## config.mk

```make
export PLATFORM = sky130hd
export DESIGN_NAME = memory_access_stage
export DESIGN_NICKNAME = d
export VERILOG_FILES = /design/src/rtl/memory_access_stage_pkg.sv /design/src/rtl/memory_access_stage_dmem_port_ctrl.sv /design/src/rtl/memory_access_stage.sv
export SDC_FILE = /design/constraint.sdc
export NUM_CORES = 1
export LEC_CHECK = 0
export CAP_MARGIN = 30
export CORE_ASPECT_RATIO = 1.75
export CORE_MARGIN = 2
export CORE_UTILIZATION = 35
export CTS_CLUSTER_SIZE = 40
export DETAILED_ROUTE_END_ITERATION = 8
export PLACE_DENSITY = 0.67
export SLEW_MARGIN = 5
export SYNTH_ARGS = -nofsm -noshare
export SYNTH_HDL_FRONTEND = slang
export SYNTH_HIERARCHICAL = 1
export SYNTH_SLANG_ARGS = --single-unit
```

## constraint.sdc

```tcl
create_clock -name clk -period 1.5 [get_ports clk]
set_input_delay 0.15 -clock clk [delete_from_list [all_inputs] [get_ports clk]]
set_output_delay 0.15 -clock clk [all_outputs]
set_load 0.02 [all_outputs]
```

## src/rtl/memory_access_stage_pkg.sv

```systemverilog
// Shared pipeline definitions for the MEM stage: control bit positions,
// data-memory port FSM encodings and the MEM/WB bubble value.
package memory_access_stage_pkg;

    localparam int WB_REG_WRITE  = 1;
    localparam int WB_MEM_TO_REG = 0;
    localparam int MA_MEM_READ   = 1;
    localparam int MA_MEM_WRITE  = 0;

    localparam logic BUBBLE_REG_WRITE = 1'b0;

    typedef enum logic [1:0] {
        ST_IDLE   = 2'd0,
        ST_ACCESS = 2'd1,
        ST_DONE   = 2'd2
    } memState_t;

    function automatic logic isAccess(input logic [1:0] maCtl);
        return maCtl[MA_MEM_READ] | maCtl[MA_MEM_WRITE];
    endfunction

endpackage

```

## src/rtl/memory_access_stage_dmem_port_ctrl.sv

```systemverilog
// Data-memory req/ack port: access FSM, timeout counter, request latches,
// read-data capture and the sticky bus-error flag.
module dmem_port_ctrl
    import memory_access_stage_pkg::*;
#(
    parameter int DATA_WIDTH     = 32,
    parameter int ADDR_WIDTH     = 32,
    parameter int TIMEOUT_CYCLES = 16
) (
    input  logic                  clk,
    input  logic                  rstN,
    input  logic                  start,
    input  logic                  isWrite,
    input  logic [ADDR_WIDTH-1:0] addrIn,
    input  logic [DATA_WIDTH-1:0] wdataIn,
    input  logic [DATA_WIDTH-1:0] memRdata,
    input  logic                  memAck,
    output logic                  memReq,
    output logic                  memWe,
    output logic [ADDR_WIDTH-1:0] memAddr,
    output logic [DATA_WIDTH-1:0] memWdata,
    output memState_t             state,
    output logic [DATA_WIDTH-1:0] readData,
    output logic                  busError
);

    localparam int CW = $clog2(TIMEOUT_CYCLES + 1);
    localparam logic [CW-1:0] CNT_LIMIT = CW'(TIMEOUT_CYCLES);
    localparam logic [CW-1:0] CNT_ONE   = CW'(1);
    localparam logic [CW-1:0] CNT_ZERO  = CW'(0);

    memState_t             stateR, stateNext;
    logic [CW-1:0]         cntR, cntNext, cntInc;
    logic                  reqNext, weNext, errNext;
    logic [ADDR_WIDTH-1:0] addrNext;
    logic [DATA_WIDTH-1:0] wdataNext, rdataNext;

    assign state  = stateR;
    assign cntInc = cntR + CNT_ONE;

    // Next-state and next-register values for the port FSM
    always_comb begin
        stateNext = stateR;
        cntNext   = cntR;
        reqNext   = memReq;
        weNext    = memWe;
        addrNext  = memAddr;
        wdataNext = memWdata;
        rdataNext = readData;
        errNext   = busError;
        case (stateR)
            ST_IDLE: begin
                if (start) begin
                    stateNext = ST_ACCESS;
                    cntNext   = CNT_ZERO;
                    reqNext   = 1'b1;
                    weNext    = isWrite;
                    addrNext  = addrIn;
                    wdataNext = wdataIn;
                end else begin
                    stateNext = ST_IDLE;
                end
            end
            ST_ACCESS: begin
                cntNext = cntInc;
                // Ack takes priority over a timeout landing on the same edge
                if (memAck) begin
                    rdataNext = memRdata;
                    reqNext   = 1'b0;
                    stateNext = ST_DONE;
                end else if (cntInc >= CNT_LIMIT) begin
                    rdataNext = {DATA_WIDTH{1'b0}};
                    reqNext   = 1'b0;
                    errNext   = 1'b1;
                    stateNext = ST_DONE;
                end else begin
                    stateNext = ST_ACCESS;
                end
            end
            ST_DONE: begin
                cntNext   = CNT_ZERO;
                stateNext = ST_IDLE;
            end
            default: begin
                cntNext   = CNT_ZERO;
                reqNext   = 1'b0;
                stateNext = ST_IDLE;
            end
        endcase
    end

    // Port state and request latches, updated on the pipeline's falling edge
    always_ff @(negedge clk or negedge rstN) begin
        if (!rstN) begin
            stateR   <= ST_IDLE;
            cntR     <= CNT_ZERO;
            memReq   <= 1'b0;
            memWe    <= 1'b0;
            memAddr  <= {ADDR_WIDTH{1'b0}};
            memWdata <= {DATA_WIDTH{1'b0}};
            readData <= {DATA_WIDTH{1'b0}};
            busError <= 1'b0;
        end else begin
            stateR   <= stateNext;
            cntR     <= cntNext;
            memReq   <= reqNext;
            memWe    <= weNext;
            memAddr  <= addrNext;
            memWdata <= wdataNext;
            readData <= rdataNext;
            busError <= errNext;
        end
    end

endmodule

```

## src/rtl/memory_access_stage.sv

```systemverilog
// MEM pipeline stage: issues loads/stores through dmem_port_ctrl, stalls
// upstream while an access is outstanding and drives the MEM/WB register.
module memory_access_stage
    import memory_access_stage_pkg::*;
#(
    parameter int DATA_WIDTH     = 32,
    parameter int ADDR_WIDTH     = 32,
    parameter int TIMEOUT_CYCLES = 16
) (
    input  logic                  clk,
    input  logic                  rstN,
    input  logic [1:0]            writeBackControlIn,
    input  logic [1:0]            memAccessControlIn,
    input  logic [DATA_WIDTH-1:0] result,
    input  logic [DATA_WIDTH-1:0] writeData,
    input  logic [4:0]            rdIn,
    output logic                  memReq,
    output logic                  memWe,
    output logic [ADDR_WIDTH-1:0] memAddr,
    output logic [DATA_WIDTH-1:0] memWdata,
    input  logic [DATA_WIDTH-1:0] memRdata,
    input  logic                  memAck,
    output logic                  stall,
    output logic                  memWbRegWrite,
    output logic [4:0]            memWbRd,
    output logic [DATA_WIDTH-1:0] memWbData,
    output logic                  busError
);

    logic                  access;
    memState_t             portState;
    logic [DATA_WIDTH-1:0] readData;

    logic                  regWriteR, regWriteNext;
    logic                  memToRegR, memToRegNext;
    logic [4:0]            rdR, rdNext;
    logic [DATA_WIDTH-1:0] resultR, resultNext;
    logic                  wbRegWriteNext;
    logic [4:0]            wbRdNext;
    logic [DATA_WIDTH-1:0] wbDataNext;

    assign access = isAccess(memAccessControlIn);

    // Gated by rstN so upstream is released the moment reset asserts
    assign stall = rstN & (((portState == ST_IDLE) & access) | (portState == ST_ACCESS));

    dmem_port_ctrl #(
        .DATA_WIDTH     (DATA_WIDTH),
        .ADDR_WIDTH     (ADDR_WIDTH),
        .TIMEOUT_CYCLES (TIMEOUT_CYCLES)
    ) uPort (
        .clk      (clk),
        .rstN     (rstN),
        .start    (access),
        .isWrite  (memAccessControlIn[MA_MEM_WRITE]),
        .addrIn   (result[ADDR_WIDTH-1:0]),
        .wdataIn  (writeData),
        .memRdata (memRdata),
        .memAck   (memAck),
        .memReq   (memReq),
        .memWe    (memWe),
        .memAddr  (memAddr),
        .memWdata (memWdata),
        .state    (portState),
        .readData (readData),
        .busError (busError)
    );

    // Instruction latches and MEM/WB next values, including the writeback mux
    always_comb begin
        regWriteNext   = regWriteR;
        memToRegNext   = memToRegR;
        rdNext         = rdR;
        resultNext     = resultR;
        wbRegWriteNext = memWbRegWrite;
        wbRdNext       = memWbRd;
        wbDataNext     = memWbData;
        case (portState)
            ST_IDLE: begin
                if (access) begin
                    regWriteNext   = writeBackControlIn[WB_REG_WRITE];
                    memToRegNext   = writeBackControlIn[WB_MEM_TO_REG];
                    rdNext         = rdIn;
                    resultNext     = result;
                    wbRegWriteNext = BUBBLE_REG_WRITE;
                end else begin
                    wbRegWriteNext = writeBackControlIn[WB_REG_WRITE];
                    wbRdNext       = rdIn;
                    wbDataNext     = result;
                end
            end
            ST_ACCESS: begin
                wbRegWriteNext = BUBBLE_REG_WRITE;
            end
            ST_DONE: begin
                wbRegWriteNext = regWriteR;
                wbRdNext       = rdR;
                wbDataNext     = memToRegR ? readData : resultR;
            end
            default: begin
                wbRegWriteNext = BUBBLE_REG_WRITE;
            end
        endcase
    end

    // MEM/WB register and latched instruction fields
    always_ff @(negedge clk or negedge rstN) begin
        if (!rstN) begin
            regWriteR     <= 1'b0;
            memToRegR     <= 1'b0;
            rdR           <= 5'd0;
            resultR       <= {DATA_WIDTH{1'b0}};
            memWbRegWrite <= 1'b0;
            memWbRd       <= 5'd0;
            memWbData     <= {DATA_WIDTH{1'b0}};
        end else begin
            regWriteR     <= regWriteNext;
            memToRegR     <= memToRegNext;
            rdR           <= rdNext;
            resultR       <= resultNext;
            memWbRegWrite <= wbRegWriteNext;
            memWbRd       <= wbRdNext;
            memWbData     <= wbDataNext;
        end
    end

endmodule

```

==> results of run 1 <==
## cell families after synthesis
| kind of cell | count (synthesis) | synth area share, % |
|---|---|---|
| mux | 147 | 22.1 |
| fa+ha+maj | 1 | 0.168 |
| xor+xnor | 2 | 0.335 |
| flops | 183 | 61.3 |
| compound gates | 77 | 9.24 |
| buf+inv | 40 | 3.40 |
| simple gates | 55 | 3.39 |
## cell usage in the layout (no fill, tap or decap), drive strengths merged
cell | netlist | layout
a21oi | 5 | 5
nand2b | 1 | 1
xnor2 | 1 | 1
nand3b | 1 | 1
bufinv | 0 | 5
nor3b | 2 | 2
bufbuf | 0 | 1
nand2 | 2 | 2
or2 | 1 | 1
clkbuf | 3 | 19
a221o | 32 | 32
xor2 | 1 | 1
and2 | 1 | 1
or3 | 1 | 1
nor3 | 3 | 3
dfrtn | 183 | 183
dlygate4sd2 | 0 | 1
o21bai | 2 | 2
nor2b | 1 | 1
ha | 1 | 1
diode | 0 | 1
clkinv | 0 | 4
nor2 | 40 | 40
mux2i | 33 | 33
o32ai | 1 | 1
buf | 32 | 253
inv | 5 | 8
nand3 | 2 | 2
clkdlybuf4s50 | 0 | 103
a22oi | 2 | 2
a21o | 1 | 1
clkinvlp | 0 | 1
mux2 | 114 | 114
a22o | 32 | 32
o21ai | 2 | 2
## per-stage QoR
stage | TNS [ns] | hold WS (ns)
after global placement | -223.45 | 0.412
after detailed placement | -226.98 | 0.409
after CTS | -77.27 | 0.170
final | -72.10 | 0.176
after floorplan | -62.45 | 0.433
after global routing | -82.50 | 0.172
## report_power, final
part	internal (W)	switching, W	leakage (nW)	total, W
clock network	0.00307	0.00200	0.325	0.00507
registers	0.00757	0.00170	2.20	0.00926
logic	0.00930	0.00617	3.34	0.0155
total	0.0199	0.00986	5.86	0.0298
## registers in the layout, summed over array words and instances (netlist names), 5 cells and up
register / flops
uPort/memAddr: 32
uPort/cntR: 5
memWbRd: 5
rdR: 5
uPort/readData: 32
memWbData: 32
uPort/memWdata: 32
resultR: 32
## repair_timing
item                                    in CTS  in global routing
buffers inserted                            41                 41
gates cloned                                15                  0
pin swaps                                   36                 17
gates resized for setup                    731                 28
endpoints found under the hold margin        0                  0
endpoints found under the setup margin     288                282
## cell type report
type	instances	share of cell area [%]
inverters	5	0.151
repair buffers	358	31.1
clock buffers	19	3.65
clock inverters	13	1.74
diodes	1	0.0202
well taps	252	2.54
multi-input cells	282	23.9
flip-flops and latches	183	36.9
## layer usage
metal,GRT usage (%),part of all wire [%]
met1,22.0,36
met2,39.8,56
met3,4.27,4.1
met4,9.71,3.1
met5,0,0
## worst paths after layout
path | from | to | slack, ns | cells past startpoint
min in group clk | uPort/busError$_DFFE_NN0P_ | uPort/busError$_DFFE_NN0P_ | 0.44 | 1
setup / recovery | uPort/state[0]$_DFF_NN0_ | stall | -0.59 | 3
max in group asynchronous | rstN | memWbData[17]$_DFFE_NN0P_ | 0.65 | 2
hold / removal | rstN | uPort/memWdata[13]$_DFFE_NN0P_ | 0.18 | 1
hold reg to reg | uPort/busError$_DFFE_NN0P_ | uPort/busError$_DFFE_NN0P_ | 0.44 | 1
setup reg to reg | uPort/state[1]$_DFF_NN0_ | resultR[23]$_DFFE_NN0P_ | -0.26 | 4
## critical path: stages, from the launching register on
cell     delay, ns
dfrtn_1       0.40
nor2_1        0.05
nor3b_2       0.16
buf_4         0.17
==> summary.txt, run 1 <==
Detailed Route Iter0 Violations = 330
Std-Cell Rows = 70
Most numerous cell in the Yosys netlist = dfrtn_1
Design Power = 0.0298 W
Overflow after GRT = 0
Core area = 0.0209 mm^2
Placed Area = 0.0104 mm^2
Unique cell type count in the Yosys netlist = 37
Filler Cell Count = 1623
DIE AREA = 0.0226 mm^2
CTS tree = built
Syn-to-layout area delta = 66.1%
Final WL = 23500 um
Worst VDD drop = 1.31 mV
Root buf cell = clkbuf_16
Worst Path Arrival = 1.94 ns
Maximum Capacitance Violations = 0
# clock sinks = 183
FF+latch area = 0.00458 mm^2
Hold buffers post-CTS = 0
Async set-reset flop share out of synthesis = 100%
Yosys reg bits = 183
Gpl congestion = 0.755
CTS Buffer Depth = 2
First-pass GRT wire length = 35800 um
Max_slew headroom = 68.1%
Drt pass-1 iters = 6
Final layout net count = 956
Final worst slack = -0.593 ns
Cell area after layout = 0.0124 mm^2
Failing checks = negative setup slack
Power per standard cell area = 2400 mW/mm^2
Post-Syn Area = 0.00746 mm^2
CP Class = register to output port
Placed Cells incl. Taps = 1000
Post-synth top area cell = dfrtn_1
CP startpoint kind = register
Synth top area cells = dfrtn_1 61%, mux2_2 14%, mux2i_1 4.4%
Syn Area/Cell = 14.8 um^2
Pins Over Slew Limit = 0
Status = finished, violations left
DP HPWL = 14700 um
DRC violations left = 0
Final std cells w/o fill = 1113
Worst Tran Pin Value = 0.479 ns
CTS buffer count = 17
Endpoints failing hold = 0
DR WL/cell = 21.1 um
Area share of the largest cell type after synthesis = 61.3%
Place WS = -1.18 ns
Initial Util = 35.7%
Die W = 114 um
Sequential fraction of the synthesis area = 61.3%
Lkg Pwr = 5.86 nW
RSZ-0062 raised after global routing = yes
Post-route antenna net violation count = 0
Via count = 5677
Crit path required time = 1.35 ns
Final core utilization = 59.2%
Final Setup Violations = 281
Via/cell ratio = 5.10
Synthesized instance count = 505
Vias in the first global route = 6330
Synth cell count leaders = 183 x dfrtn_1, 94 x mux2_2, 40 x nor2_1
Die Y = 197 um
Initial antenna violation count = 1
Clk slew on worst S/H paths = 0.05 ns
Syn_nets = 614
Dominant synthesized flop cell = dfrtn_1
Count of flip-flops with a built-in enable after synthesis = 0
IO Pins = 214
Multi-input gate area = 0.00296 mm^2
Gr usage total = 21.2%
Clk_lat worst skew = 0.41 ns
H-tree Lvls = 4
Total number of yosys warnings = 6
Largest net degree at the start of global routing = 80
Layout cells sized above 1 = 48.8%
Hold crit path type = input pin to async pin
Critical Path Fanout Max = 2
IO Port Bufs = 213
Final Skew = 0.0138 ns
CP endpoint kind = output port
Power figures use the tool's default switching activity.
==> run 2, diff against run 1 <==
--- a/config.mk
+++ b/config.mk
@@ -12,6 +12,7 @@
 export CTS_CLUSTER_SIZE = 40
 export DETAILED_ROUTE_END_ITERATION = 8
 export PLACE_DENSITY = 0.67
+export RECOVER_POWER = 100
 export SLEW_MARGIN = 5
 export SYNTH_ARGS = -nofsm -noshare
 export SYNTH_HDL_FRONTEND = slang
==> run 2 against run 1 <==
  * The run still ends with negative setup slack left
  * First-iteration DRC count is 17% lower
  * Worst setup slack better by 0.0039 ns
  * Clock power hardly changed
  * Count of clock-buffer cells in the layout stayed put
  * Sequential cell count stayed put
  * Register-to-register slack hardly changed
  * Largest cell class unchanged
==> summary.txt, run 2 (synthesis gave the netlist of run 1 again) <==
Status = finished, violations left
Failing checks = negative setup slack
Worst VDD drop = 1.31 mV
Detailed Route Iter0 Violations = 275
Die W = 114 um
Final layout net count = 956
Via/cell ratio = 5.11
Initial antenna violation count = 1
DR WL/cell = 21.1 um
Core area = 0.0209 mm^2
CP startpoint kind = register
Root buf cell = clkbuf_16
Critical Path Fanout Max = 2
Lkg Pwr = 5.84 nW
Setup TNS = -80.95 ns
Clk_lat worst skew = 0.41 ns
Worst r2r src = uPort/state[1]$_DFF_NN0_
IO Pins = 214
Crit path required time = 1.35 ns
Drt pass-1 iters = 4
Pins Over Slew Limit = 0
Post-route antenna net violation count = 0
First-pass GRT wire length = 35800 um
Crit path from = uPort/state[0]$_DFF_NN0_
Hold buffers post-CTS = 0
CTS Buffer Depth = 2
Overflow after GRT = 0
CP Class = register to output port
IO Port Bufs = 213
Final Setup Violations = 282
Maximum Capacitance Violations = 0
Gr usage total = 21.2%
CTS tree = built
Largest net degree at the start of global routing = 80
Syn-to-layout area delta = 65.6%
Final worst slack = -0.589 ns
Max_slew headroom = 60.6%
CP Capture Point = stall
Worst R2R Path Depth = 4
Hold Slack = 0.341 ns
Worst Path Arrival = 1.94 ns
Gpl congestion = 0.755
Most frequent cells in the layout = 183 x dfrtn_1, 116 x buf_6, 102 x clkdlybuf4s50_1, 98 x buf_4, 76 x mux2_4
Via count = 5682
Most common cell after layout, fill and taps aside = dfrtn_1
Power per standard cell area = 2410 mW/mm^2
Final WL = 23500 um
CTS buffer count = 17
H-tree Lvls = 4
Vias in the first global route = 6330
DRC violations left = 0
RSZ-0062 raised after global routing = yes
CP endpoint kind = output port
Die Y = 197 um
Hold crit path type = input pin to async pin
Flop2flop setup slack = -0.26 ns
Filler Cell Count = 1625
Initial Util = 35.7%
R2r endpoint = resultR[23]$_DFFE_NN0P_
DP HPWL = 14700 um
# clock sinks = 183
Layout cells sized above 1 = 48.6%
Worst Tran Pin Value = 0.591 ns
Endpoints failing hold = 0
Final Skew = 0.0121 ns
DIE AREA = 0.0226 mm^2
Std-Cell Rows = 70
Clk slew on worst S/H paths = 0.05 ns
run 2: cell type report:
cell class	count	area, um^2	share of cell area [%]
Sequential cell	183	4580	37.0
Timing Repair Buffer	358	3830	31.0
Multi-Input combinational cell	282	2950	23.8
Clock buffer	19	453	3.66
Tap cell	252	315	2.55
Clock inverter	13	215	1.74
Inverter	5	18.8	0.152
Antenna cell	1	2.50	0.0202
run 2: worst min path at each step:
stage | depth (start not counted) | endpoint | from
detailed placement | 1 | uPort/busError$_DFFE_NN0P_ | uPort/busError$_DFFE_NN0P_
floorplan | 1 | uPort/readData[10]$_DFFE_NN0P_ | uPort/readData[10]$_DFFE_NN0P_
CTS | 1 | uPort/memWdata[17]$_DFFE_NN0P_ | rstN
global placement | 1 | uPort/busError$_DFFE_NN0P_ | uPort/busError$_DFFE_NN0P_
finish | 1 | uPort/memWdata[13]$_DFFE_NN0P_ | rstN
global route | 1 | uPort/memWdata[17]$_DFFE_NN0P_ | rstN
run 2: timing repair:
action / CTS / global route
cloned: 15 / 0
setup buffers: 41 / 41
endpoints found under the setup margin: 288 / 282
pin swaps: 36 / 17
resized for setup: 731 / 28
run 2: per-stage QoR:
step                power, W  utilization [%]  worst slack [ns]  instance area, um^2  std cells
floorplan             0.0156                -            -0.527                 7590        505
global placement      0.0205             49.8             -1.15                10400       1000
finish                0.0298             59.1            -0.589                12400       1113
CTS                   0.0298             58.9            -0.604                12300       1087
detailed placement    0.0209             49.8             -1.18                10400       1000
global route          0.0311             59.1            -0.659                12400       1113
run 2: report_power, final:
group          leakage (nW)  switching, W  total, W  internal, W
sequential             2.20       0.00170   0.00927      0.00757
combinational          3.31       0.00616    0.0155      0.00929
clock                 0.325       0.00200   0.00507      0.00307
run 2: metal layers:
layer  vias to the layer above  part of all wire, %  global-route usage (%)
li1                       2527                    -                       -
met1                      2920                   36                    22.0
met2                       195                   57                    39.8
met3                        40                  4.2                    4.27
met4                         0                  3.1                    9.71
met5                         -                    0                       0
run 2: worst max-delay path, stage by stage (launching register included):
cell and delay [ns]:
dfrtn_1 0.40, nor2_1 0.05, nor3b_2 0.16, buf_4 0.17
==> run 3, diff against run 2 <==
--- a/config.mk
+++ b/config.mk
@@ -6,9 +6,9 @@
 export NUM_CORES = 1
 export LEC_CHECK = 0
 export CAP_MARGIN = 30
-export CORE_ASPECT_RATIO = 1.75
 export CORE_MARGIN = 2
 export CORE_UTILIZATION = 35
+export CTS_BUF_LIST = sky130_fd_sc_hd__clkbuf_8
 export CTS_CLUSTER_SIZE = 40
 export DETAILED_ROUTE_END_ITERATION = 8
 export PLACE_DENSITY = 0.67
==> run 3 against run 2 <==
  * Critical path type unchanged
  * Sequential power down 0.9%
  * The run still ends with negative setup slack left
  * Via count up 2.2%
  * Critical endpoint unchanged
  * Wire length up 2.6%
  * Sequential cell count unchanged
  * Design area up 1.2%
  * Clock skew down 0.0013 ns
  * Non-clock buffer count up 25
  * Die area down 0.20%
  * Largest power group unchanged
  * Power down 2.1%
  * Clock power down 32%
  * Worst setup slack about the same
==> summary.txt, run 3 (synthesis gave the netlist of run 1 again) <==
Status = finished, violations left
Failing checks = negative setup slack
Placed Area = 0.0104 mm^2
Lkg Pwr = 5.93 nW
Critical-path cell list = nor2_1 > nor3b_2 > buf_4
CTS buffer count = 17
Final layout net count = 982
CTS Buffer Depth = 2
Buf/Inv on CP = 1
IO Port Bufs = 213
# clock sinks = 183
Root buf cell = clkbuf_8
Via/cell ratio = 5.00
Critical Path Fanout Max = 2
Max stage delay on crit path = 0.43 ns
Hold Slack = 0.435 ns
Worst Tran Pin Value = 0.745 ns
Crit path required time = 1.35 ns
Core area = 0.0210 mm^2
Worst r2r src = uPort/state[1]$_DFF_NN0_
Worst Path Arrival = 1.94 ns
Initial Util = 35.6%
Final Skew = 0.0108 ns
DP HPWL = 13500 um
Post-route antenna net violation count = 0
FF+latch area = 0.00458 mm^2
First-pass GRT wire length = 35400 um
DRC violations left = 0
Final worst slack = -0.589 ns
Pins Over Slew Limit = 0
Cell area after layout = 0.0125 mm^2
Multi-input gate area = 0.00301 mm^2
Layout cells sized above 1 = 50.2%
Most frequent cells in the layout = 183 x dfrtn_1, 118 x buf_6, 111 x buf_4, 102 x clkdlybuf4s50_1, 82 x mux2_4
Power per standard cell area = 2330 mW/mm^2
Clk slew on worst S/H paths = 0.06 ns
Die Y = 150 um
IO Pins = 214
Detailed Route Iter0 Violations = 341
R2r endpoint = uPort/memWdata[14]$_DFFE_NN0P_
Clk_lat worst skew = 0.40 ns
Gr usage total = 20.9%
CP max-delay cell = dfrtn_1
Filler Cell Count = 1639
Most common cell after layout, fill and taps aside = dfrtn_1
CP Class = register to output port
CTS tree = built
Place WS = -1.19 ns
Initial antenna violation count = 1
Std-Cell Rows = 53
Worst R2R Path Depth = 7
Flop2flop setup slack = -0.25 ns
H-tree Lvls = 4
Endpoints failing hold = 0
CP endpoint kind = output port
Final WL = 24100 um
RSZ-0062 raised after global routing = yes
Max_slew headroom = 50.3%
Via count = 5809
Maximum Capacitance Violations = 0
Drt pass-1 iters = 4
Vias in the first global route = 6289
Overflow after GRT = 0
Worst VDD drop = 1.03 mV
Largest net degree at the start of global routing = 40
Hold crit path type = input pin to async pin
Gpl congestion = 0.754
Family with the most delay on the worst path = flip-flops
Syn-to-layout area delta = 67.5%
CP startpoint kind = register
Final Setup Violations = 285
DIE AREA = 0.0225 mm^2
Die W = 150 um
DR WL/cell = 20.7 um
-- run 3: layer usage --
metal  GRT usage, %  vias up  part of all wire [%]
li1               -     2594                     -
met1           26.3     2988                    41
met2           35.9      195                    51
met3           3.78       32                   5.4
met4           7.69        0                   2.4
met5              0        -                     0
-- run 3: worst reg2reg max path: stages (launching register included) --
cell and delay, ns:
dfrtn_1 0.42, buf_4 0.19, nor3_4 0.18, buf_12 0.15
buf_12 0.12, buf_12 0.12, buf_16 0.13, mux2_4 0.30
-- run 3: worst max path at each step --
| stage | slack, ns | endpoint | depth (start not counted) | from |
|---|---|---|---|---|
| finish | -0.59 | stall | 3 | uPort/state[0]$_DFF_NN0_ |
| global route | -0.65 | stall | 3 | uPort/state[0]$_DFF_NN0_ |
| CTS | -0.63 | stall | 3 | uPort/state[0]$_DFF_NN0_ |
| detailed placement | -1.19 | uPort/memWdata[1]$_DFFE_NN0P_ | 7 | memAccessControlIn[0] |
| global placement | -1.15 | uPort/memAddr[15]$_DFFE_NN0P_ | 7 | memAccessControlIn[0] |
| floorplan | -0.53 | uPort/memAddr[12]$_DFFE_NN0P_ | 7 | memAccessControlIn[0] |
-- run 3: layout make-up --
cell class                 instances  share of cell area (%)
clock buffer                      17                    1.87
antenna                            1                  0.0200
multi-input combinational        283                    24.0
timing repair buffer             383                    33.2
inverter                           5                   0.150
sequential                       183                    36.6
clock inverter                    15                    1.34
tap                              275                    2.75
-- run 3: timing repair --
item                       in CTS  in global routing
setup buffers                  60                 48
setup endpoints to repair     288                286
pin swaps                      34                 20
hold buffers                    0                  0
hold endpoints to repair        0                  0
resized for setup             708                 60
cloned                         19                  2
-- run 3: power breakdown --
group / switching [W] / total, W / internal (W)
Sequential: 0.00163 / 0.00919 / 0.00756
Combinational: 0.00651 / 0.0165 / 0.0100
Clock: 0.00193 / 0.00345 / 0.00152
Total: 0.0101 / 0.0292 / 0.0191
-- run 3: through the flow --
stage                     TNS, ns  power [W]  std cells  util [%]
after global routing      -102.77     0.0306       1161      59.7
after CTS                  -87.27     0.0286       1128      58.8
final                      -89.87     0.0292       1162      59.7
after detailed placement  -224.59     0.0209       1019      49.8
after global placement    -220.05     0.0205       1019      49.8
after floorplan            -62.45     0.0156        505         -
